File: config.mk
export PLATFORM = sky130hd
export DESIGN_NAME = mul_seq_8_flat
export DESIGN_NICKNAME = d
export VERILOG_FILES = /design/src/rtl/mul_seq_pkg.sv /design/src/rtl/mul_seq_8_if.sv /design/src/rtl/FA_8.sv /design/src/rtl/mul_seq_8.sv /design/src/flat_wrapper.sv
export SDC_FILE = /design/constraint.sdc
export NUM_CORES = 1
export LEC_CHECK = 0
export CAP_MARGIN = 20
export CORE_ASPECT_RATIO = 1.1
export CORE_MARGIN = 4
export CORE_UTILIZATION = 42
export CTS_CLUSTER_SIZE = 30
export DETAILED_ROUTE_END_ITERATION = 10
export GPL_TIMING_DRIVEN = 1
export HOLD_SLACK_MARGIN = 0.05
export PLACE_DENSITY_LB_ADDON = 0.3
export SYNTH_ARGS = -nofsm -noshare
export SYNTH_HDL_FRONTEND = slang
export SYNTH_SLANG_ARGS = --single-unit
File: constraint.sdc
create_clock -name clk -period 3.2 [get_ports clk]
set_input_delay 0.48 -clock clk [delete_from_list [all_inputs] [get_ports clk]]
set_output_delay 0.48 -clock clk [all_outputs]
set_load 0.02 [all_outputs]
File: src/rtl/mul_seq_pkg.sv
// mul_seq_pkg: shared types and widths for the sequential multiplier.
package mul_seq_pkg;
  localparam int N_BITS = 8;
  localparam int CNT_W = 4;
  typedef enum logic [1:0] {IDLE, RUN, DONE} mul_state_t;
endpackage

File: src/rtl/mul_seq_8_if.sv
// mul_seq_8_if: request/result handshake between the core and the multiplier.
interface mul_seq_8_if;
  logic start;
  logic [7:0] a;
  logic [7:0] b;
  logic ready;
  logic busy;
  logic done;
  logic [15:0] product;
  modport master(output start, a, b, input ready, busy, done, product);
  modport slave(input start, a, b, output ready, busy, done, product);
endinterface

File: src/rtl/FA_8.sv
// FA_8: 8-bit ripple-carry adder; overflow is the carry out of bit 7.
module FA_8 (
  input  logic [7:0] in1,
  input  logic [7:0] in2,
  input  logic       cin,
  output logic [7:0] sum,
  output logic       overflow
);
  logic [8:0] c;
  assign c[0] = cin;
  for (genvar i = 0; i < 8; i++) begin : g_fa
    assign sum[i] = in1[i] ^ in2[i] ^ c[i];
    assign c[i+1] = (in1[i] & in2[i]) | (c[i] & (in1[i] ^ in2[i]));
  end
  assign overflow = c[8];
endmodule

File: src/rtl/mul_seq_8.sv
// mul_seq_8: 8x8 unsigned shift-add multiplier reusing one FA_8 per iteration.
// Define MUL_SEQ_EARLY_TERM_EN to finish early once the remaining multiplier bits are zero.
module mul_seq_8
  import mul_seq_pkg::*;
#(
  parameter int N_BITS = 8
) (
  input logic clk,
  input logic reset,
  mul_seq_8_if.slave bus
);
  if (N_BITS != mul_seq_pkg::N_BITS) begin : g_bad_width
    $error("mul_seq_8: N_BITS must equal the FA_8 width (8)");
  end
  mul_state_t state;
  logic [N_BITS-1:0] mcand;
  logic [2*N_BITS-1:0] p;
  logic [CNT_W-1:0] cnt;
  logic [N_BITS-1:0] sum;
  logic co;
  logic accept;
  logic fin;
  logic [2*N_BITS-1:0] p_next;
  FA_8 u_add (
    .in1(p[15:8]),
    .in2(p[0] ? mcand : 8'h00),
    .cin(1'b0),
    .sum(sum),
    .overflow(co)
  );
  assign accept = bus.start & (state != RUN);
`ifdef MUL_SEQ_EARLY_TERM_EN
  logic skip;
  // Unprocessed multiplier bits sit in p[7-cnt:0]; if all zero, shift them out in one step.
  assign skip = (p[7:0] & (8'hFF >> cnt)) == 8'h00;
  assign p_next = skip ? p >> (5'd8 - {1'b0, cnt}) : {co, sum, p[7:1]};
  assign fin = skip | (cnt == 4'd7);
`else
  assign p_next = {co, sum, p[7:1]};
  assign fin = cnt == 4'd7;
`endif
  always_ff @(posedge clk) begin
    if (reset) begin
      state <= IDLE;
      mcand <= '0;
      p <= '0;
      cnt <= '0;
    end else if (accept) begin
      state <= RUN;
      mcand <= bus.a;
      p <= {8'h00, bus.b};
      cnt <= '0;
    end else if (state == RUN) begin
      p <= p_next;
      cnt <= cnt + 4'd1;
      state <= fin ? DONE : RUN;
    end else if (state == DONE) begin
      state <= IDLE;
    end
  end
  assign bus.ready = state != RUN;
  assign bus.busy = state == RUN;
  assign bus.done = state == DONE;
  assign bus.product = p;
endmodule
File: src/flat_wrapper.sv
// flat-port wrapper written by rule: the top's interface ports become plain ports
module mul_seq_8_flat import mul_seq_pkg::*;
#(
  parameter int N_BITS = 8
)
  (clk, reset, bus_start, bus_a, bus_b, bus_ready, bus_busy, bus_done, bus_product);
  mul_seq_8_if bus_i ();
  input logic clk;
  input logic reset;
  input wire logic [$bits(bus_i.start)-1:0] bus_start;
  input wire logic [$bits(bus_i.a)-1:0] bus_a;
  input wire logic [$bits(bus_i.b)-1:0] bus_b;
  output wire logic [$bits(bus_i.ready)-1:0] bus_ready;
  output wire logic [$bits(bus_i.busy)-1:0] bus_busy;
  output wire logic [$bits(bus_i.done)-1:0] bus_done;
  output wire logic [$bits(bus_i.product)-1:0] bus_product;
  assign bus_i.start = bus_start;
  assign bus_i.a = bus_a;
  assign bus_i.b = bus_b;
  assign bus_ready = bus_i.ready;
  assign bus_busy = bus_i.busy;
  assign bus_done = bus_i.done;
  assign bus_product = bus_i.product;
  mul_seq_8 #(.N_BITS(N_BITS)) u_core (.clk(clk), .reset(reset), .bus(bus_i));
endmodule
==> results.toml <==
[run_status]
violations = "setup timing"
outcome = "finished, violations left"

[clock_network]
clk_path_buf_depth = 2
numCtsBuffers = 5
h-tree-depth = 2
clock_latency_ps = 340
cts.sinks = 30
cts_tree = "yes"
clockRootBuffer = "clkbuf_4"
post_cts.repair.setup_buffers = 0
cts_hold_buf = 0
clkTransAtPathRegs_ps = 100

[worst_setup_path]
cp_slowest_cell = "fa_1"
crit_type = "reg2reg"
cp-start-kind = "flip-flop"
r2r_slack_ps = -170
critPathArrivalTime_ps = 3630
end_kind = "flip-flop"
required_ps = 3460
r2r_start = "u_core.bus.product[0]$_SDFFE_PP0P_"
r2r-end = "u_core.bus.product[14]$_SDFFE_PP0P_"
crit_chain = "and2_4 > ha_4 > inv_2 > fa_2 > inv_2 > fa_2 > fa_2 > fa_2 > fa_2 > fa_2 > inv_2 > fa_1 > a211oi_1"
critPathMaxStageDelay_ps = 390
worst_path_most_repeated_cell = "fa_2"
rr_worst_depth = 13
startpoint = "u_core.bus.product[0]$_SDFFE_PP0P_"
crit_fanout = 2

[sta]
fin_crit_sh_pct = 105
report.final.slew_viol_count = 0
fin_ws_ps = -168
fin_setup_tns_ps = -168
hold_viol = 0
rsz0062_at_grt = "true"
slew_headroom_pct = 51.4
setup_viol = 1
fmax_mhz = 297
min_period_ps = 3370
finClkSkew_ps = 12.0
worstMarginPinSlew_ps = 727

[worst_hold_path]
min-delay-start = "u_core.mcand[2]$_SDFFE_PP0P_"
holdPathEnd = "u_core.mcand[2]$_SDFFE_PP0P_"
hold_class = "reg2reg"
whs_path_depth = 2

[logic_synthesis]
synthDistinctLibCells = 26
synth_nets = 187
ys_top_cells_by_area = "dfxtp_1 (41%), fa_1 (9.6%), nand2_1 (9.0%)"
syn_inst = 157
synth_top_area_cell = "dfxtp_1"
synth_area_mm2 = 0.00146
yosys_warnings = 0
syn_area_per_cell_um2 = 9.27
synth-seq-area-share_pct = 41.3
synth-seq-cells = 30
synth_top_area_share_pct = 41.3

[place]
placed_area_mm2 = 0.00187
port_buffers = 37
globalplace.congestion = 0.766
pre_cts_ws_ps = -292
place_hpwl_um = 2450

[floorplan]
core_area_mm2 = 0.00333
start_util_pct = 43.7
die_width_um = 64.1
pin_count = 38
dieArea_mm2 = 0.00447
fp.dieH_um = 69.7
core.rowCount = 22

[power_and_ir_drop]
vdd_drop_max_mv = 0.338
leakagePower_uw = 0.000721
powerDensity_mw_per_mm2 = 467
power_uw = 910

[layout]
areaGrowthSynthToFinish_pct = 34.0
post-route-util_pct = 58.5
n_antenna_cell = 0
fin_area_mm2 = 0.00195
nets = 225
drive_gt1_share_pct = 17.9

[routing]
drt_iter0_markers = 40
drc = 0
drt-total-wl_um = 3260
antenna_left = 0
vias = 1180
drt_first_pass_iters = 4
viasPerCell = 4.84
avgRoutedWirePerCell_um = 13.4

[run]
cap_violations = 0

[global_route]
grt_pass1_wl_um = 5440
grt_overflow = 0
grt_max_degree = 20
grt_pass1_vias = 1221
antenna_found_initial = 0
globalRouteTotalUtil_pct = 15.9
## per-layer routing
layer / wire (um) / global-route usage [%] / vias to the layer above
met5: 0 / 0 / -
met1: 1300 / 16.6 / 551
met2: 1710 / 28.0 / 35
li1: - / - / 589
met4: 49 / 5.63 / 0
met3: 200 / 6.81 / 5
## through the flow
step / std cells / hold slack [ps]
floorplan: 157 / 432
global placement: 236 / 443
detailed placement: 236 / 444
CTS: 244 / 458
global route: 244 / 484
finish: 244 / 457
## kinds of logic (layout without fill, tap and decap cells)
logic type      Yosys count  after routing  share of synthesized area [%]
simple gates             57             57                           16.9
flops                    30             30                           41.3
compound gates           24             24                           10.4
buf+inv                  18             57                           6.19
mux                      14             14                           10.3
fa+ha+maj                11             11                           13.1
xor+xnor                  3              3                           1.81
## critical path: cells and delay by family, from the launching register on
kind | cells | cell delay (ps)
simple gates | 1 | 160
fa+ha+maj | 8 | 2450
flops | 1 | 350
compound gates | 1 | 190
buf+inv | 3 | 140
## cells in the final DEF, fill, tap and decap left out, types with 3 or more instances in the layout
cell / n
and2_1: 5
buf_4: 3
ha_1: 3
mux2i_1: 6
inv_1: 5
clkbuf_4: 5
nor2_1: 12
clkdlybuf4s50_1: 37
fa_2: 6
a21oi_1: 18
mux2_2: 8
inv_2: 4
dfxtp_1: 29
nand2_1: 35
## worst max-delay path by stage
stage / slack, ps / endpoint
final: -170 / u_core.bus.product[14]$_SDFFE_PP0P_
after global routing: -260 / u_core.bus.product[14]$_SDFFE_PP0P_
after CTS: -230 / u_core.bus.product[14]$_SDFFE_PP0P_
after detailed placement: -290 / u_core.bus.product[14]$_SDFFE_PP0P_
after global placement: -180 / u_core.bus.product[14]$_SDFFE_PP0P_
after floorplan: -180 / u_core.bus.product[14]$_SDFFE_PP0P_
## report_power, final
group / total (uW) / internal [uW] / switching [uW]
Clock: 245 / 106 / 139
Combinational: 243 / 113 / 130
Sequential: 423 / 402 / 20.4
Total: 910 / 621 / 289
## cell usage after synthesis (all sizes together)
| master | number |
|---|---|
| nand4 | 1 |
| ha | 4 |
| inv | 9 |
| nand2b | 2 |
| a311o | 1 |
| xnor2 | 2 |
| a21oi | 18 |
| dfxtp | 30 |
| mux2i | 6 |
| clkbuf | 3 |
| a211oi | 3 |
| mux2 | 8 |
| nor2b | 1 |
| nor2 | 12 |
| buf | 6 |
| xor2 | 1 |
| fa | 7 |
| nand2 | 35 |
| a2111oi | 1 |
| a41oi | 1 |
| and2 | 6 |
## flip-flops by register name, indices dropped and copies added (netlist names)
signal and cells:
u_core.state 2, u_core.bus.product 16, u_core.mcand 8, u_core.cnt 4
## repair_timing
action,CTS,global route
gates resized for setup,3,5
endpoints found under the setup margin,2,3
pin swaps,1,1
## area by class of cell
cell class	instances	area, um2
tap	48	60.1
timing repair buffer	40	393
clock buffer	6	51.3
multi-input combinational	109	795
fill	303	1380
sequential	30	604
inverter	9	33.8
clock inverter	2	12.5
Note: power is estimated with default switching activity, not from simulation.
